[src/rtl/obi2axi_lite.sv]
// obi2axi_lite: OBI slave to AXI4-Lite master bridge with one outstanding transaction.
// Each granted OBI request becomes one AXI4-Lite read or write. The AXI response
// returns as a single-cycle rvalid_o pulse.
// Optional feature macro: OBI2AXI_ERR_EN adds err_o. It flags SLVERR/DECERR responses
// and zeroes rdata_o on a read error.
// DATA_WIDTH must be 32 or 64.
// Handshake rule: a transfer happens on a rising clk edge where valid and ready are both
// high. A valid, once raised, holds its payload stable until that edge. No valid output
// depends combinationally on a ready input.
module obi2axi_lite #(
    parameter int         ADDR_WIDTH = 32,
    parameter int         DATA_WIDTH = 32,
    parameter logic [2:0] AXI_PROT   = 3'b000
) (
    input  logic                    clk_i,
    input  logic                    rst_i,
    input  logic                    req_i,
    output logic                    gnt_o,
    input  logic [ADDR_WIDTH-1:0]   addr_i,
    input  logic                    we_i,
    input  logic [DATA_WIDTH/8-1:0] be_i,
    input  logic [DATA_WIDTH-1:0]   wdata_i,
    output logic                    rvalid_o,
    output logic [DATA_WIDTH-1:0]   rdata_o,
    output logic [ADDR_WIDTH-1:0]   m_axi_awaddr,
    output logic [2:0]              m_axi_awprot,
    output logic                    m_axi_awvalid,
    input  logic                    m_axi_awready,
    output logic [DATA_WIDTH-1:0]   m_axi_wdata,
    output logic [DATA_WIDTH/8-1:0] m_axi_wstrb,
    output logic                    m_axi_wvalid,
    input  logic                    m_axi_wready,
    input  logic [1:0]              m_axi_bresp,
    input  logic                    m_axi_bvalid,
    output logic                    m_axi_bready,
    output logic [ADDR_WIDTH-1:0]   m_axi_araddr,
    output logic [2:0]              m_axi_arprot,
    output logic                    m_axi_arvalid,
    input  logic                    m_axi_arready,
    input  logic [DATA_WIDTH-1:0]   m_axi_rdata,
    input  logic [1:0]              m_axi_rresp,
    input  logic                    m_axi_rvalid,
    output logic                    m_axi_rready,
`ifdef OBI2AXI_ERR_EN
    output logic                    err_o,
`endif
    output logic [2:0]              dbg_state_o
);
    localparam int BE_WIDTH = DATA_WIDTH / 8;

    typedef enum logic [2:0] {
        IDLE    = 3'd0,
        WRITE   = 3'd1,
        WR_RESP = 3'd2,
        READ    = 3'd3,
        RD_RESP = 3'd4,
        RESP    = 3'd5
    } state_t;

    state_t                state;
    state_t                state_next;
    logic [ADDR_WIDTH-1:0] addr_q;
    logic [DATA_WIDTH-1:0] wdata_q;
    logic [BE_WIDTH-1:0]   be_q;
    logic [DATA_WIDTH-1:0] rdata_q;
    logic                  aw_done;
    logic                  w_done;
    logic                  aw_hs;
    logic                  w_hs;
    logic                  rd_err;
    logic                  wr_err;

`ifdef OBI2AXI_ERR_EN
    logic err_q;
    assign rd_err = m_axi_rresp[1];
    assign wr_err = m_axi_bresp[1];
`else
    // Responses are ignored in this build.
    logic unused_resp;
    assign unused_resp = ^{m_axi_bresp, m_axi_rresp};
    assign rd_err = 1'b0;
    assign wr_err = 1'b0;
`endif

    assign aw_hs = m_axi_awvalid & m_axi_awready;
    assign w_hs  = m_axi_wvalid & m_axi_wready;

    // Address, data and strobes come straight from the captured request.
    assign m_axi_awaddr = addr_q;
    assign m_axi_araddr = addr_q;
    assign m_axi_awprot = AXI_PROT;
    assign m_axi_arprot = AXI_PROT;
    assign m_axi_wdata  = wdata_q;
    assign m_axi_wstrb  = be_q;
    assign rdata_o      = rdata_q;
    assign dbg_state_o  = state;

    // State register.
    always_ff @(posedge clk_i or posedge rst_i) begin
        if (rst_i) begin
            state <= IDLE;
        end else begin
            state <= state_next;
        end
    end

    // Next-state logic. AW and W may finish in either order or in the same cycle.
    always_comb begin
        state_next = state;
        case (state)
            IDLE:    if (req_i) state_next = we_i ? WRITE : READ;
            WRITE:   if ((aw_done | aw_hs) && (w_done | w_hs)) state_next = WR_RESP;
            WR_RESP: if (m_axi_bvalid) state_next = RESP;
            READ:    if (m_axi_arready) state_next = RD_RESP;
            RD_RESP: if (m_axi_rvalid) state_next = RESP;
            RESP:    state_next = IDLE;
            default: state_next = IDLE;
        endcase
    end

    // Output decode. Every valid is a function of registered state only.
    always_comb begin
        gnt_o         = (state == IDLE) & req_i;
        m_axi_awvalid = (state == WRITE) & ~aw_done;
        m_axi_wvalid  = (state == WRITE) & ~w_done;
        m_axi_bready  = (state == WR_RESP);
        m_axi_arvalid = (state == READ);
        m_axi_rready  = (state == RD_RESP);
        rvalid_o      = (state == RESP);
`ifdef OBI2AXI_ERR_EN
        err_o         = (state == RESP) & err_q;
`endif
    end

    // Capture request fields at grant. They stay stable for the whole transaction.
    always_ff @(posedge clk_i or posedge rst_i) begin
        if (rst_i) begin
            addr_q  <= '0;
            wdata_q <= '0;
            be_q    <= '0;
        end else if (state == IDLE && req_i) begin
            addr_q  <= addr_i;
            wdata_q <= wdata_i;
            be_q    <= be_i;
        end
    end

    // Track completed AW/W handshakes so each valid drops on its own.
    always_ff @(posedge clk_i or posedge rst_i) begin
        if (rst_i) begin
            aw_done <= 1'b0;
            w_done  <= 1'b0;
        end else if (state == WRITE) begin
            if (aw_hs) aw_done <= 1'b1;
            if (w_hs)  w_done  <= 1'b1;
        end else begin
            aw_done <= 1'b0;
            w_done  <= 1'b0;
        end
    end

    // Response capture. Writes return zero data; read errors zero the data.
    always_ff @(posedge clk_i or posedge rst_i) begin
        if (rst_i) begin
            rdata_q <= '0;
        end else if (state == WR_RESP && m_axi_bvalid) begin
            rdata_q <= '0;
        end else if (state == RD_RESP && m_axi_rvalid) begin
            rdata_q <= rd_err ? '0 : m_axi_rdata;
        end
    end

`ifdef OBI2AXI_ERR_EN
    // Error flag taken from bit 1 of the response code (SLVERR/DECERR).
    always_ff @(posedge clk_i or posedge rst_i) begin
        if (rst_i) begin
            err_q <= 1'b0;
        end else if (state == WR_RESP && m_axi_bvalid) begin
            err_q <= wr_err;
        end else if (state == RD_RESP && m_axi_rvalid) begin
            err_q <= rd_err;
        end
    end
`else
    logic unused_err;
    assign unused_err = rd_err | wr_err;
`endif

endmodule

[config.mk]
export PLATFORM = sky130hd
export DESIGN_NAME = obi2axi_lite
export DESIGN_NICKNAME = d
export VERILOG_FILES = /design/src/rtl/obi2axi_lite.sv
export SDC_FILE = /design/constraint.sdc
export NUM_CORES = 1
export LEC_CHECK = 0
export CORE_MARGIN = 1.5
export CORE_UTILIZATION = 37
export CTS_CLUSTER_SIZE = 10
export DETAILED_ROUTE_END_ITERATION = 10
export GPL_TIMING_DRIVEN = 0
export PLACE_DENSITY = 0.8
export SYNTH_ARGS = -nofsm -noshare
export SYNTH_HDL_FRONTEND = slang
export SYNTH_SLANG_ARGS = --single-unit
[constraint.sdc]
create_clock -name clk_i -period 4.45 [get_ports clk_i]
set_input_delay 0.89 -clock clk_i [delete_from_list [all_inputs] [get_ports clk_i]]
set_output_delay 0.89 -clock clk_i [all_outputs]
set_load 0.005 [all_outputs]
==> run_results.csv, run 1 <==
group,metric,value,unit
clock_tree,clock-sinks,105,
global_routing,first_global_vias,3480,
detailed_routing,ant_nets,0,
yosys,synth_compound_area_frac,0.0824,
clock_tree,cts-root-buf,"clkbuf_16",
min_path,hold_path.class,"reg -> reg",
cells_and_area,num-nets-final,680,
timing,finClkSkew,5.14,ps
detailed_routing,drt-initial-drc-count,87,
setup_path,required,3560,ps
cells_and_area,final_cell_area,7380,um^2
clock_tree,cts-hold-fix-buffers,0,
die,die_h,111,um
die,fp-row-count,39,
yosys,syn_inst,300,
yosys,synth-simple-area-share,0.0303,
yosys,synth-edff-count,0,
placement,place_area,7030,um^2
die,start_util,0.378,
detailed_routing,dr.pass1.iters,4,
clock_tree,clock_path_buffers,2,
setup_path,crit_path_end_kind,"output pin",
detailed_routing,via_count,3388,
setup_path,worst-setup-path-type,"in -> out",
yosys,synth_most_common_cell,"dfrtp_1",
clock_tree,clk_latency,340,ps
detailed_routing,via_per_inst,4.74,
detailed_routing,routed_wl,11.3,mm
timing,slew_headroom,0.600,
yosys,yosysWarnings,0,
placement,place_congestion,0.809,
setup_path,arrival,2690,ps
cells_and_area,seq_area,2630,um^2
yosys,synth_top_area_share,0.611,
yosys,yosysTopAreaCell,"dfrtp_1",
detailed_routing,wl_per_cell,15.8,um
placement,post-dp-hpwl,8.83,mm
global_routing,track_usage,0.185,
global_routing,antenna_found_initial,0,
timing,hold_violations,0,
yosys,ys_top_cells_by_area,"dfrtp_1 61%, mux2_2 15%, buf_4 7.0%",
timing,post-route-period-util,0.805,
yosys,yosys.area_share.adder,0,
clock_tree,post_cts_resized,0,
power_and_ir_drop,peakVddDrop,0.351,mV
placement,post-place-ws,804,ps
yosys,synth_area,4300,um^2
timing,setup_violations,0,
global_routing,overflow,0,
die,core,11400,um^2
clock_tree,h-tree-depth,3,
detailed_routing,drc_errors,0,
yosys,synth-seq-cells,105,
timing,slew_violations,0,
power_and_ir_drop,power_leakage,0.00322,uW
power_and_ir_drop,p_per_area,710,nW/um^2
timing,tightest_slew,600,ps
global_routing,grt_max_degree,60,
die,dieWidth,111,um
timing,rsz0062_at_grt,"no",
yosys,synthMuxAreaShare,0.183,
yosys,synth-xor-area-share,0,
yosys,async_reset_ff_frac,1.00,
timing,fin_crit,3580,ps
cells_and_area,fillers,880,
yosys,synth.distinct_cells,28,
clock_tree,cts_made_buffers,9,
flow_run,maxCapViolCount,0,
placement,port_buffers,250,
cells_and_area,antenna_cells,0,
cells_and_area,fin_util,0.649,
cells_and_area,multi_input_area,1290,um^2
die,num_io_pins,261,
timing,worst_slack,868,ps
clock_tree,clk_pin_slew_worst_paths,70,ps
global_routing,grt_pass1_wl,17.9,mm
cells_and_area,layout-drive-gt1-share,0.234,
setup_path,path_max_fanout,10,
yosys,synthTopCellsByCount,"105 x dfrtp_1, 59 x mux2_2, 40 x buf_4",
setup_path,start_kind,"input pin",
timing,hold-worst-slack,489,ps
clock_tree,cts_tree,"yes",
run_status,status,"finished, final reports clean",
power_and_ir_drop,power,5250,uW
yosys,syn_area_per_cell,14.3,um^2
cells_and_area,syn_to_final_growth,71.8,%
yosys,yosysSeqAreaShare,0.611,
die,dieArea,12300,um^2
yosys,synth_top_family_by_area,"multiplexers",
yosys,ys_dominant_reg_cell,"dfrtp_1",
clock_tree,post_cts_buffers,0,
timing,timing.fmax,279,MHz
-- final timing paths --
kind | from | endpoint | slack, ps | cells after the start
setup reg to reg | dbg_state_o[2] | m_axi_wstrb[2] | 2570 | 6
setup / recovery | req_i | gnt_o | 870 | 6
min in group asynchronous | rst_i | m_axi_wdata[8] | 980 | 2
max in group asynchronous | rst_i | rdata_o[21] | 2780 | 3
hold / removal | m_axi_wstrb[0] | m_axi_wstrb[0] | 490 | 1
hold reg to reg | m_axi_wstrb[0] | m_axi_wstrb[0] | 490 | 1
-- critical path, stage by stage --
cell,delay [ps]
clkdlybuf4s50_1,510
nand2b_4,80
nor3_4,280
buf_4,260
buf_6,170
clkdlybuf4s50_1,500
-- layer usage --
layer | vias up | part of all wire | wire length (um) | global-route usage
met3 | 21 | 0.077 | 869 | 0.0470
met5 | - | 0 | 0 | 0
li1 | 1547 | - | - | -
met1 | 1646 | 0.40 | 4540 | 0.221
met4 | 0 | 0.027 | 301 | 0.0795
met2 | 174 | 0.49 | 5600 | 0.314
-- placed cells by master (no fill, tap or decap), types with 3 or more instances in the layout --
| cell type | instances |
|---|---|
| a22o_1 | 32 |
| buf_4 | 40 |
| inv_1 | 4 |
| clkdlybuf4s50_1 | 250 |
| conb_1 | 6 |
| buf_2 | 13 |
| mux2_1 | 10 |
| mux2_2 | 59 |
| dfrtp_1 | 105 |
| bufinv_16 | 3 |
| nor2_1 | 10 |
| nand2_1 | 4 |
| clkbuf_16 | 9 |
-- logic make-up after synthesis --
| logic type | after synthesis |
|---|---|
| and+or+nand+nor | 23 |
| AOI/OAI and AO/OA | 42 |
| muxes | 70 |
| buffers and inverters | 59 |
| DFF | 105 |
| other | 1 |
-- final cells by class --
cell class	instances	area share
flip-flops and latches	105	0.356
clock inverters	4	0.0134
inverters	5	0.00288
repair buffers	251	0.343
multi-input cells	141	0.175
clock buffers	12	0.0347
well taps	143	0.0242
plain buffers	54	0.0510
-- registers in the layout, summed over array words and instances (netlist names) --
name,flops
m_axi_araddr,32
w_done,1
m_axi_wstrb,4
aw_done,1
rdata_o,32
dbg_state_o,3
m_axi_wdata,32
-- per-stage QoR --
stage / instances / TNS [ps]
floorplan: 305 / 0
global placement: 698 / -67480
detailed placement: 699 / 0
CTS: 715 / 0
global route: 715 / 0
finish: 715 / 0
-- where the power goes --
group	leakage, uW	total, uW	internal (uW)	switching [uW]
sequential	0.00130	1750	1440	305
combinational	0.00175	2580	1810	769
clock	0.000173	917	582	335
total	0.00322	5250	3840	1410
Note: power is estimated with default switching activity, not from simulation.
==> run 2, diff against run 1 <==
--- a/config.mk
+++ b/config.mk
@@ -6,11 +6,11 @@
 export NUM_CORES = 1
 export LEC_CHECK = 0
 export CORE_MARGIN = 1.5
-export CORE_UTILIZATION = 37
+export CORE_UTILIZATION = 34
 export CTS_CLUSTER_SIZE = 10
 export DETAILED_ROUTE_END_ITERATION = 10
 export GPL_TIMING_DRIVEN = 0
-export PLACE_DENSITY = 0.8
+export PLACE_DENSITY = 0.77
 export SYNTH_ARGS = -nofsm -noshare
 export SYNTH_HDL_FRONTEND = slang
 export SYNTH_SLANG_ARGS = --single-unit
==> constraint.sdc (replaced) <==
create_clock -name clk_i -period 2.98 [get_ports clk_i]
set_input_delay 0.596 -clock clk_i [delete_from_list [all_inputs] [get_ports clk_i]]
set_output_delay 0.596 -clock clk_i [all_outputs]
set_load 0.005 [all_outputs]
==> run 2 against run 1 <==
  * Critical path depth stayed put
  * Hold slack got worse by 1.3 ps
  * Register-to-register slack got worse by 1500 ps
  * Die area up 8.6%
  * Total power up 48%
  * Sequential share of layout area down 0.11 points
  * Via count fell by 0.71%
  * Global-route usage shrank 1.2 points
  * Sequential cell count unchanged
  * Combinational power up 50%
  * Clock skew is essentially flat
  * Critical endpoint unchanged
  * Largest cell class unchanged
==> run_results.csv, run 2 (synthesized netlist as in run 1, its figures left out) <==
group,metric,value,unit
cells_and_area,fin_util,0.609,
die,start_util,0.353,
clock_tree,cts_made_buffers,9,
clock_tree,h-tree-depth,3,
global_routing,grt_pass1_wl,17.7,mm
setup_path,r2r_slack,1060,ps
timing,rsz0062_at_grt,"no",
clock_tree,cts-hold-fix-buffers,0,
setup_path,r2r_cells,6,
timing,fin_crit,2880,ps
power_and_ir_drop,internal-power,5630,uW
power_and_ir_drop,switching_share,0.272,
placement,post-dp-hpwl,9.14,mm
detailed_routing,routed_wl,11.6,mm
die,dieWidth,115,um
power_and_ir_drop,seqPwrFrac,0.337,
min_path,hold_depth,1,
setup_path,start_kind,"input pin",
detailed_routing,wl_per_cell,15.7,um
setup_path,crit_path_end_kind,"output pin",
global_routing,overflow,0,
timing,slew_violations,0,
die,core,12200,um^2
timing,timing.fmax,347,MHz
flow_run,maxCapViolCount,0,
power_and_ir_drop,power_leakage,0.00321,uW
clock_tree,clock_path_buffers,2,
clock_tree,clk_pin_slew_worst_paths,70,ps
power_and_ir_drop,power,7740,uW
detailed_routing,via_per_inst,4.53,
cells_and_area,antenna_cells,0,
min_path,hold_path.class,"reg -> reg",
setup_path,worst-setup-path-type,"in -> out",
setup_path,path_buf_inv,4,
timing,finClkSkew,4.88,ps
detailed_routing,drt-initial-drc-count,127,
setup_path,regToRegStartpoint,"dbg_state_o[2]",
die,die_h,115,um
global_routing,track_usage,0.172,
cells_and_area,layout_common_cells,"250 x clkdlybuf4s50_1, 105 x dfrtp_1, 59 x mux2_2",
min_path,holdPathEnd,"m_axi_wdata[1]",
die,dieArea,13300,um^2
cells_and_area,num-nets-final,682,
setup_path,arrival,2290,ps
power_and_ir_drop,p_per_area,1040,nW/um^2
timing,slew_headroom,0.660,
global_routing,grt_max_degree,44,
clock_tree,clk_latency,330,ps
cells_and_area,final_common_cell,"clkdlybuf4s50_1",
setup_path,required,2380,ps
cells_and_area,layout-drive-gt1-share,0.235,
global_routing,first_global_vias,3483,
timing,hold_violations,0,
placement,port_buffers,250,
clock_tree,cts_tree,"yes",
cells_and_area,syn_to_final_growth,72.3,%
cells_and_area,fillers,971,
timing,post-route-period-util,0.967,
placement,post-place-ws,-48.7,ps
run_status,status,"finished, final reports clean",
clock_tree,cts-root-buf,"clkbuf_16",
power_and_ir_drop,power_switching,2110,uW
detailed_routing,via_count,3364,
setup_path,r2r-end,"m_axi_wdata[22]",
setup_path,crit_path_cell_trace,"clkdlybuf4s50_1, nand2b_4, nor3_4, buf_6, buf_6, clkdlybuf4s50_1",
power_and_ir_drop,peakVddDrop,0.468,mV
power_and_ir_drop,combPwrFrac,0.500,
timing,tightest_slew,509,ps
detailed_routing,drc_errors,0,
setup_path,path_delay_family,"buffers and inverters",
detailed_routing,ant_nets,0,
timing,worst_slack,98.4,ps
timing,setup_tns,0,ps
setup_path,path_max_fanout,10,
setup_path,worst_path_max_delay_cell,"clkdlybuf4s50_1",
detailed_routing,dr.pass1.iters,4,
clock_tree,clock-sinks,105,
setup_path,slowest_delay,510,ps
global_routing,antenna_found_initial,0,
die,num_io_pins,261,
timing,setup_violations,0,
min_path,hp-start,"m_axi_wdata[1]",
placement,place_congestion,0.759,
die,fp-row-count,40,
power_and_ir_drop,p_clk_frac,0.163,
[run 2: cell types whose count changed in the layout (fill, tap and decap cells not counted)]
cell        delta
buf_16         -1
clkbuf_1       +1
buf_6          +1
bufinv_16      -1
clkinvlp_4     +2
buf_12         +2
clkbuf_8       -1
inv_4          -1
[run 2: per-layer routing]
layer | vias up | routed length, um | global-route usage
met5 | - | 0 | 0
met4 | 0 | 276 | 0.0691
met3 | 23 | 936 | 0.0465
met2 | 167 | 5850 | 0.302
met1 | 1623 | 4560 | 0.201
li1 | 1551 | - | -
[run 2: final cells by class]
class | instances | area, um^2 | share of cell area
sequential | 105 | 2630 | 0.355
inverter | 5 | 22.5 | 0.00304
clock inverter | 4 | 76.3 | 0.0103
buffer | 54 | 380 | 0.0514
timing repair buffer | 253 | 2550 | 0.344
multi-input combinational | 141 | 1290 | 0.175
tap | 168 | 210 | 0.0284
clock buffer | 12 | 246 | 0.0333
[run 2: what timing repair did]
item / in CTS / in global routing
buffers inserted: 1 / 0
gates resized for setup: 1 / 0
hold endpoints to repair: 0 / 0
endpoints found under the setup margin: 1 / 1
pin swaps: 1 / 1
[run 2: power groups by stage]
stage / Sequential [uW] / Combinational, uW / Clock [uW]
finish: 2610 / 3870 / 1260
global route: 2710 / 4130 / 1370
CTS: 2610 / 3920 / 1300
detailed placement: 2630 / 3890 / 0
global placement: 2600 / 3810 / 0
floorplan: 2630 / 1470 / 0
[run 2: how the worst max path moves through the flow]
stage	slack (ps)	from	depth (start not counted)	end
3_5_place_dp	-50	req_i	6	gnt_o
4_1_cts	30	req_i	6	gnt_o
6_report	100	req_i	6	gnt_o
3_3_place_gp	-50	req_i	6	gnt_o
5_1_grt	40	req_i	6	gnt_o
2_1_floorplan	1120	rst_i	1	aw_done
[run 2: per-stage QoR]
stage	instances	hold slack, ps	instance area [um^2]
after global routing	742	509	7410
after global placement	723	467	7030
after detailed placement	725	476	7070
final	742	487	7410
after CTS	742	492	7410
after floorplan	305	483	4320
[run 2: worst reg2reg max path, stage by stage (launching register included)]
cell	delay (ps)
dfrtp_1	380
buf_2	170
nand2b_4	170
nor3_4	220
buf_4	200
buf_2	280
mux2_2	370
